**config.mk**
```make
export PLATFORM = sky130hd
export DESIGN_NAME = pc_gen
export DESIGN_NICKNAME = d
export VERILOG_FILES = /design/src/rtl/pc_gen.sv
export SDC_FILE = /design/constraint.sdc
export NUM_CORES = 1
export LEC_CHECK = 0
export BUFFER_PORTS_ARGS = -buffer_cell sky130_fd_sc_hd__buf_2
export CORE_AREA = 4 4 81 83
export DETAILED_ROUTE_END_ITERATION = 16
export DIE_AREA = 0 0 85 87
export PLACE_DENSITY = 0.88
export SLEW_MARGIN = 20
export SYNTH_ARGS = -nofsm -noshare
export SYNTH_HDL_FRONTEND = slang
export SYNTH_SLANG_ARGS = --single-unit
```
**constraint.sdc**
```tcl
create_clock -name clk -period 3.4 [get_ports clk]
set_input_delay 0.17 -clock clk [delete_from_list [all_inputs] [get_ports clk]]
set_output_delay 0.17 -clock clk [all_outputs]
set_load 0.005 [all_outputs]
```
**src/rtl/pc_gen.sv**
```systemverilog
// pc_gen: program-counter generator feeding the fetch stage.
// Sequences reset vector, sequential advance, branch redirect with a
// one-cycle flush bubble, trap vectoring, halt and stall.
// Optional build macro PC_ALIGN_CHECK_EN: misaligned branch targets are
// vectored to TRAP_VECTOR and flagged on misalign_err. Without it the
// target's low bits are cleared and misalign_err is tied low.
module pc_gen #(
   parameter logic [31:0] RESET_VECTOR = 32'h0000_0000,
   parameter logic [31:0] TRAP_VECTOR  = 32'h0000_0100,
   parameter int          IMEM_DEPTH   = 1024,
   parameter int          IDX_W        = $clog2(IMEM_DEPTH)
) (
   input  logic             clk,
   input  logic             rst,
   input  logic             boot_en,
   input  logic             stall,
   input  logic             pc_ready,
   input  logic             branch_taken,
   input  logic [31:0]      branch_target,
   input  logic             trap,
   input  logic             halt_req,
   output logic [31:0]      pc,
   output logic [IDX_W-1:0] pc_idx,
   output logic             pc_valid,
   output logic [15:0]      redirect_cnt,
   output logic             misalign_err
);

   typedef enum logic [1:0] {IDLE, RUN, BUBBLE, HALT} state_t;

   state_t      state, state_nxt;
   logic [31:0] pc_nxt;
   logic        cnt_inc;
   logic [31:0] target_aligned;
`ifdef PC_ALIGN_CHECK_EN
   logic        mis_nxt;
`endif

   // Sequential advance wraps modulo 2^32.
   function automatic logic [31:0] pc_incr(input logic [31:0] cur);
      return cur + 32'd4;
   endfunction

   // Redirect counter sticks at all-ones.
   function automatic logic [15:0] sat_inc(input logic [15:0] c);
      return (c == 16'hFFFF) ? c : c + 16'd1;
   endfunction

   assign target_aligned = branch_target & ~32'h0000_0003;

   // Next-state, next-pc and redirect-count decisions per state.
   always_comb begin
      state_nxt = state;
      pc_nxt    = pc;
      cnt_inc   = 1'b0;
`ifdef PC_ALIGN_CHECK_EN
      mis_nxt   = 1'b0;
`endif
      unique case (state)
         IDLE: begin
            if (boot_en) state_nxt = RUN;
         end
         RUN: begin
            if (trap) begin
               pc_nxt    = TRAP_VECTOR;
               state_nxt = BUBBLE;
               cnt_inc   = 1'b1;
            end else if (branch_taken) begin
`ifdef PC_ALIGN_CHECK_EN
               if (branch_target[1:0] != 2'b00) begin
                  pc_nxt  = TRAP_VECTOR;
                  mis_nxt = 1'b1;
               end else begin
                  pc_nxt  = target_aligned;
               end
`else
               pc_nxt    = target_aligned;
`endif
               state_nxt = BUBBLE;
               cnt_inc   = 1'b1;
            end else if (halt_req) begin
               state_nxt = HALT;
            end else if (pc_ready && !stall) begin
               pc_nxt    = pc_incr(pc);
            end
         end
         BUBBLE: begin
            // A branch here is ignored; only trap or halt alter the exit.
            if (trap) begin
               pc_nxt    = TRAP_VECTOR;
               cnt_inc   = 1'b1;
            end else if (halt_req) begin
               state_nxt = HALT;
            end else begin
               state_nxt = RUN;
            end
         end
         HALT: begin
            if (trap) begin
               pc_nxt    = TRAP_VECTOR;
               state_nxt = BUBBLE;
               cnt_inc   = 1'b1;
            end else if (boot_en) begin
               state_nxt = RUN;
            end
         end
         default: state_nxt = IDLE;
      endcase
   end

   // State, pc and valid registers; valid is high exactly while in RUN.
   always_ff @(posedge clk or posedge rst) begin
      if (rst) begin
         state        <= IDLE;
         pc           <= RESET_VECTOR;
         pc_valid     <= 1'b0;
         redirect_cnt <= 16'h0000;
      end else begin
         state        <= state_nxt;
         pc           <= pc_nxt;
         pc_valid     <= (state_nxt == RUN);
         if (cnt_inc) redirect_cnt <= sat_inc(redirect_cnt);
      end
   end

`ifdef PC_ALIGN_CHECK_EN
   // Misalignment flag lines up with the bubble cycle it caused.
   always_ff @(posedge clk or posedge rst) begin
      if (rst) misalign_err <= 1'b0;
      else     misalign_err <= mis_nxt;
   end
`else
   assign misalign_err = 1'b0;
`endif

   assign pc_idx = pc[IDX_W+1:2];

endmodule

```
==> results.md, run 1 <==
- From bottom edge to top edge, the die measures ~87 microns.
- The critical path runs through a total of 5 cells.
- The maximum level of the CTS H-tree is 2.
- The starting utilization of the core area is between 50% and 60%.
- The final routed DRC violation total is 0.
- At the later pin of the worst-skew pair, clock insertion delay measures between 0.3 and 0.4 ns.
- The number of enable-type register cells in the synthesized netlist is 0.
- After legalization and detailed placement, the total HPWL measured between 6000 and 7000 microns.
- The overall via count from detail_route is 3250.
- The number of gates resized after cts is 0.
- The smallest clock period supported by the final layout is computed as between 2 and 2.5 ns.
- The fraction of final layout cells with drive strength greater than 1 is 27.64%.
- The clock tree root driver cell is clkbuf_8.
- The accumulated negative setup slack is 0 ns.
- The DRC violation total after the first TritonRoute iteration is 275.
- The sum of routed wire length over all layers is 8936 microns.
- The global-route wire length before repair is 14320 microns.
- Data on the critical path arrives at its endpoint at 2.48 ns.
- For this run, the detailed router's first-pass iteration total came to 4.
- The maximum buffer depth of the clock tree is 2.
- The flip-flop and latch count after synthesis is 49.
- Summing every instance area after synthesis gives 3134 sq um.
- After the last flow step, the layout net total stands at 486.
- The relative area change from synthesis to final layout is 17.80%.
- At the end of routability-driven placement, the weighted congestion stood at 0.9087.
- Summing the sequential cell areas from Yosys gives 39.12% of the chip area.
- The complex-gate fraction of the synthesized area is 21.28%.
- The worst pin sits at a relative slew slack of 41.41%.
- After layout, the worst path uses 65.65% of the clock period.
- The count of yosys warnings during synthesis is 0.
- The startpoint-to-endpoint class of the critical path is reg2reg.
- The die covers between 7000 and 8000 sq um.
- Synthesis instantiated 59 different standard cells from the library.
- The cell count after synthesis is 366.
- The arithmetic-cell share of the synthesized area counting full adders, half adders and majority gates is 0.7984%.
- The count of endpoints failing hold in the final timing report is 6.
- Across every metal layer, demand over resource in global routing totals 24.00%.
- Clock-pin slew was measured on the worst setup and hold paths at 0.09 ns.
- The fraction of the mapped netlist area in simple logic gates is 26.51%.
- The initial antenna violation count is 0.
- The horizontal die dimension is around 85 microns.
- The most used flip-flop cell after synthesis is dfrtp_1.
- The routed length per placed instance is roughly 17 microns.
- TritonCTS built the clock tree.
- Global routing finished with a remaining overflow of 0.
- The checks that failed: hold timing.
- After synthesis, the mean cell area works out to 8.564 sq um.
- Summed over all instances, the cell type with the most area after synthesis is dfrtp_1.
- Of the total synthesized cell area, the portion taken by XOR and XNOR cells is 3.633%.
- Entering global routing, the biggest net connects 50 pins.
- The endpoint identified for the worst register-to-register timing path is pc[17].
- The flow ran to the end, but the final reports show violations.
- The cell at the slowest stage of the critical path is nor4b_4.
- The number of antenna diodes is 0.
- In this run the register-to-register setup slack is 1.17 ns.
- The number of I/O port buffers is 94.
- On the worst path, the slowest cell contributes a delay of approximately 0.5 ns.
- The final number of max-transition violations is 0.
- The top fanout value on the critical path is 10.
- The leakage component of the power is 1.751 nW.
- Of all flip-flops after synthesis, the portion carrying an async set or reset was between 90% and 100%.
- The count of hold buffers inserted by post-cts repair is 0.
- The number of I/O pins is 100.
- The setup clock skew after layout is about 0.012 ns.
- The main combinational cell family by area after synthesis is simple AND/OR/NAND/NOR gates.
- The total power is approximately 1.8 mW.
- STA classifies the critical path endpoint as a flip-flop.
- The via count of the first global-routing pass was approximately 3000.
- STA classifies the critical path startpoint as a flip-flop.
- The standard-cell row count is 28.
- The ratio of total power to cell area is 492.0 nW/um^2.
- For the pin with the worst max-slew slack, the measured transition is 0.8788 ns.
- The type of the tightest min-delay check is in2async.
- Walking the worst path, the cells encountered are and4_1 > nor4b_4 > nand3_2 > or4_1 > nand3_1.
- The max-capacitance violation count is 0.
- Once placement finished, the instance area stood at 3571 sq um.
- The kind of cell adding the most delay to the critical path is simple AND/OR/NAND/NOR gates.
- For this run, the top clock speed supported by timing is 448.0 MHz.
- The worst hold-check slack is -0.004844 ns.
- The maximum vdd ir drop is ~0.27 mV.
- Setup violations remaining at the end of the flow were counted as 0.
- The standard cell core area is 5851 sq um.
- The post-route standard cell area excluding fillers is between 3000 and 4000 sq um.
- Summed over its instances, the top area cell type makes up 39.12% of the synthesized netlist area.
- Setup repair after global routing left no endpoint under its margin.
- Sorting the synthesized cells by area gives the leading types as dfrtp_1 (39%), o21ai_0 (5.1%), a21oi_1 (4.3%), buf_4 (3.8%), nand2_1 (3.5%).
- The beginning of the worst register-to-register path is pc[9].
- CTS saw 49 sinks.
- The portion of netlist area occupied by mux cells is 1.038%.
- The length in cells of the worst reg-to-reg path is 5.
- At the worst endpoint, the required time is 3.65 ns.
- Once detail routing completed, the nets flagged for antenna violations numbered 0.
- The number of buffers inserted to repair setup after CTS is 0.
- The clock buffer count from CTS is 5.
- The critical path buffer and inverter count is 0.
- The via count normalized by instance count is about 6.3.
## metrics by stage
stage	cells	worst slack (ns)	hold slack, ns	util [%]
global placement	512	1.213	0.3808	61.04
finish	520	1.168	-0.004844	63.11
floorplan	368	1.437	0.2857	-
global route	520	1.002	0.05495	63.11
CTS	520	1.183	0.05990	63.09
detailed placement	512	1.199	0.3866	61.04
## logic make-up (layout without fill, tap and decap cells)
| family | Yosys count | after routing |
|---|---|---|
| buf+inv | 44 | 121 |
| other cells | 1 | 3 |
| mux | 3 | 3 |
| simple gates | 148 | 148 |
| flops | 49 | 49 |
| xor+xnor | 13 | 13 |
| fa+ha+maj | 2 | 2 |
| compound gates | 106 | 106 |
## power by group
group / switching [mW] / total, mW / internal [mW]
logic: 0.298 / 0.539 / 0.241
clock network: 0.209 / 0.448 / 0.239
registers: 0.150 / 0.829 / 0.679
total: 0.657 / 1.82 / 1.16
## area by class of cell
type,instances,area (sq um)
inverters,15,57.56
repair buffers,98,500.5
fillers,513,2158
clock inverters,2,37.54
multi-input cells,275,1694
well taps,75,93.84
flip-flops and latches,49,1226
clock buffers,6,82.58
## metal layers
| layer | part of all wire [%] | vias up | GRT usage, % |
|---|---|---|---|
| li1 | - | 1504 | - |
| met1 | 41 | 1564 | 31.19 |
| met2 | 49 | 161 | 39.55 |
| met3 | 8.7 | 21 | 5.203 |
| met4 | 1.7 | 0 | 8.633 |
| met5 | 0 | - | 0 |
## worst max path at each step
stage	startpoint	slack (ns)	endpoint
after floorplan	pc[2]	1.44	pc[22]
after global placement	pc[9]	1.21	pc[17]
after detailed placement	pc[9]	1.20	pc[17]
after CTS	pc[9]	1.18	pc[17]
after global routing	pc[14]	1.00	pc[26]
final	pc[9]	1.17	pc[17]
## state kept, by name, summed over array words and instances (netlist names)
signal        count
pc               30
pc_valid          1
redirect_cnt     16
state             2
## worst register-to-register path: stages (launching register included)
cell,delay [ns]
dfrtp_1,0.50
and4_1,0.44
nor4b_4,0.51
nand3_2,0.16
or4_1,0.48
nand3_1,0.09
## Yosys cell counts, types with 3 or more instances
cell type and number:
nand2_1 29, xnor2_1 6, o21ai_0 32, a31oi_1 4, clkbuf_1 10, o2bb2ai_1 4, o311ai_0 4, nor4_1 9
and4_1 5, o211ai_1 5, nand3_1 17, nand4_1 10, and3_1 6, and2_1 7, a21oi_1 27, buf_4 16
or4_1 3, a22oi_1 3, a32oi_1 4, nor2_1 29, o22ai_1 5, inv_1 15, nor3_1 11, dfrtp_1 49
xor2_1 7
## cells in the final DEF (no fill, tap or decap), types with 7 or more instances in the layout
master | netlist | final
a21oi_1 | 27 | 27
nor2_1 | 29 | 29
buf_2 | 2 | 94
inv_1 | 15 | 14
o21ai_0 | 32 | 32
nand4_1 | 10 | 10
nand2_1 | 29 | 29
xor2_1 | 7 | 7
nand3_1 | 17 | 17
dfrtp_1 | 49 | 49
nor3_1 | 11 | 11
and2_1 | 7 | 7
nor4_1 | 9 | 9
(Power assumes the default switching activity.)
==> inputs of run 2 (changes only) <==
--- a/config.mk
+++ b/config.mk
@@ -6,10 +6,10 @@
 export NUM_CORES = 1
 export LEC_CHECK = 0
 export BUFFER_PORTS_ARGS = -buffer_cell sky130_fd_sc_hd__buf_2
-export CORE_AREA = 4 4 81 83
+export CORE_AREA = 4 4 84 86
 export DETAILED_ROUTE_END_ITERATION = 16
-export DIE_AREA = 0 0 85 87
-export PLACE_DENSITY = 0.88
+export DIE_AREA = 0 0 88 90
+export PLACE_DENSITY = 0.83
 export SLEW_MARGIN = 20
 export SYNTH_ARGS = -nofsm -noshare
 export SYNTH_HDL_FRONTEND = slang
==> constraint.sdc (replaced) <==
create_clock -name clk -period 2.3 [get_ports clk]
set_input_delay 0.115 -clock clk [delete_from_list [all_inputs] [get_ports clk]]
set_output_delay 0.115 -clock clk [all_outputs]
set_load 0.005 [all_outputs]
==> run 2 against run 1 <==
Net effect: the run now ends clean; critical endpoint is now pc[22]; highest routed layer unchanged; design area increased by 0.95%; critical path type unchanged; via count decreased by 1.2%; non-clock buffer count increased by 5; sequential share of layout area decreased by 0.28 points.
==> results.md, run 2 (same netlist as run 1, synthesis figures left out) <==
- In the final routed layout, each cell accounts on average for 16.79 microns.
- The worst setup path is launched from a flip-flop.
- The headroom to the max-slew limit is 57.79%.
- In this run, CTS created clock tree buffers numbering 5.
- The final number of max-transition violations is 0.
- The total clock sinks is 49.
- The final route contains 3210 vias.
- The fraction of final layout cells with drive strength greater than 1 is 28.44%.
- The maximum level of the CTS H-tree is 2.
- The horizontal die dimension is 88 microns.
- After the last flow step, the layout net total stands at 491.
- The DRC violation total after the first TritonRoute iteration is roughly 320.
- The number of I/O pins is 100.
- For this block, the routed nets add up to 8847 microns of wire.
- At the placement stage, the worst setup path has a slack of 0.1836 ns.
- The endpoint identified for the worst register-to-register timing path is pc[22].
- The share of the cycle needed by the critical path after routing is 94.64%.
- The worst hold path begins at branch_target[20].
- The total area inside the core boundary comes to 6277 sq um.
- The accumulated negative setup slack is 0 ns.
- The worst hold path passes through 2 cells.
- The first global-routing pass estimated approximately 15000 microns of wire.
- The count of endpoints failing hold in the final timing report is 0.
- The relative area change from synthesis to final layout is 18.92%.
- The highest clock frequency the design can meet is 459.4 MHz.
- The floorplan die height is approximately 90 microns.
- TritonCTS built the clock tree.
- The most common library cell in the layout ignoring fill and taps is buf_2.
- Setup violations remaining at the end of the flow were counted as 0.
- The number of optimization iterations in the first detailed-route pass is 5.
- The data arrival time of the critical path is 2.42 ns.
- The largest register by flop count is pc.
- The met3 layer wire length in the routed design is 802 microns.
- The tree is rooted in a clkbuf_8.
- The via count of the first global-routing pass was 3118.
- The analysis attributes to cell leakage a power of 1.777 nW.
- The maximum vdd ir drop is 0.5889 mV.
- The tool flagged a number of max-cap violations equal to 0.
- For the pin with the worst max-slew slack, the measured transition is 0.6273 ns.
- Of all nets on the critical path, the largest fanout is 7.
- Routed signal wires occupy layers up through met4.
- The worst path in the final design needs a cycle of 2.177 ns, including I/O delays and setup.
- The congestion estimate from routability-driven global placement came to a little under 0.9.
- In the layout the commonest cells are buf_2 (94), dfrtp_1 (48), o21ai_0 (32).
- The post-route worst setup slack is 0.1233 ns.
- The initial antenna violation count came to 0.
- Across every metal layer, demand over resource in global routing totals approximately 22%.
- The flow ran to the end, and the final reports show no timing, DRC or antenna violations.
- Across the routed clock network, the largest skew measured is 0.01032 ns.
- The register-to-register path setup slack is 0.12 ns.
- The total overflow left after global routing is 0.
- After clock tree synthesis, the setup repair step added 0 buffers.
- The type of the tightest min-delay check is in2reg.
- The end of the worst hold path is pc[20].
- The register with the most flip-flops in the layout has 30 of them.
- The number of antenna diodes is 0.
- Setup repair after global routing left no endpoint under its margin.
- The startpoint-to-endpoint class of the critical path is reg2reg.
- The post-route met1 wirelength is approximately 3600 microns.
- During placement, the flow inserted port buffers numbering 94.
- The via count normalized by instance count is 6.091.
- The category of the worst setup path capture point is a flip-flop.
- Clock latency on the worst-skew pair, taken at its later pin, is 0.31 ns.
- The final routed DRC violation total is 0.
- The beginning of the worst register-to-register path is pc[3].
- The required time at the endpoint of the critical path is 2.55 ns.
- The number of cells on the worst reg-to-reg path is 6.
- The floorplan die area is 7920 sq um.
- For this configuration, the core starts out at a cell density of between 40% and 50%.
- The maximum buffer depth of the clock tree is 2.
- Summed over all nets, the half-perimeter wirelength after detailed placement is 6362 microns.
- In the final layout, the registers with the most flip-flops are pc x30, redirect_cnt x16, state x2.
- Clock-pin slew was measured on the worst setup and hold paths at 0.10 ns.
- The post-route antenna net violation count is 0.
- The ratio of total power to cell area is roughly 710 nW/um^2.
- The largest net degree at the start of global routing is 50.
- The routed length on met2 is about 4200 microns.
- The standard-cell row count is 29.
-- run 2: critical path: stages (launching register included) --
cell	delay, ns
dfrtp_1	0.46
ha_1	0.25
and3_1	0.29
nand4_4	0.17
or2_2	0.36
or4b_1	0.50
nand3_1	0.07
-- run 2: routing by layer --
metal	vias up	GRT usage, %
met5	-	0
met1	1499	27.87
met3	29	5.119
met2	169	37.25
li1	1513	-
met4	0	8.568
-- run 2: through the flow --
step           instance area [sq um]  total power, mW  cells  hold slack [ns]  util (%)
2_1_floorplan                   3142            1.707    368           0.2307         -
6_report                        3727            2.657    527          0.01837     59.38
4_1_cts                         3726            2.662    527         0.008661     59.36
3_3_place_gp                    3603            1.990    518           0.3233     57.40
3_5_place_dp                    3603            2.021    518           0.3257     57.40
5_1_grt                         3727            2.828    527          0.02788     59.38
-- run 2: power by group --
part	total, mW	leakage (nW)	internal, mW	switching, mW
sequential	1.21	0.645	1.00	0.202
clock	0.642	0.0585	0.326	0.316
combinational	0.808	1.07	0.364	0.444
total	2.66	1.78	1.69	0.962
-- run 2: how the worst max path moves through the flow --
| stage | startpoint | endpoint | slack (ns) | depth (start not counted) |
|---|---|---|---|---|
| after floorplan | pc[2] | pc[22] | 0.34 | 6 |
| after global routing | pc[14] | pc[26] | 0.01 | 5 |
| after CTS | pc[2] | pc[22] | 0.13 | 6 |
| final | pc[3] | pc[22] | 0.12 | 6 |
| after global placement | pc[2] | pc[22] | 0.22 | 6 |
| after detailed placement | pc[2] | pc[22] | 0.18 | 6 |
-- run 2: cell type report --
class / instances / area (sq um)
fill: 551 / 2550
multi-input combinational: 275 / 1694
sequential: 49 / 1227
timing repair buffer: 103 / 540.5
tap: 77 / 96.34
clock buffer: 5 / 68.82
inverter: 15 / 56.30
clock inverter: 3 / 43.79
-- run 2: what timing repair did --
item                       4_1_cts  5_1_grt
setup endpoints to repair        0        1
hold buffers                     1        0
resized for setup                0        1
hold endpoints to repair        41        0
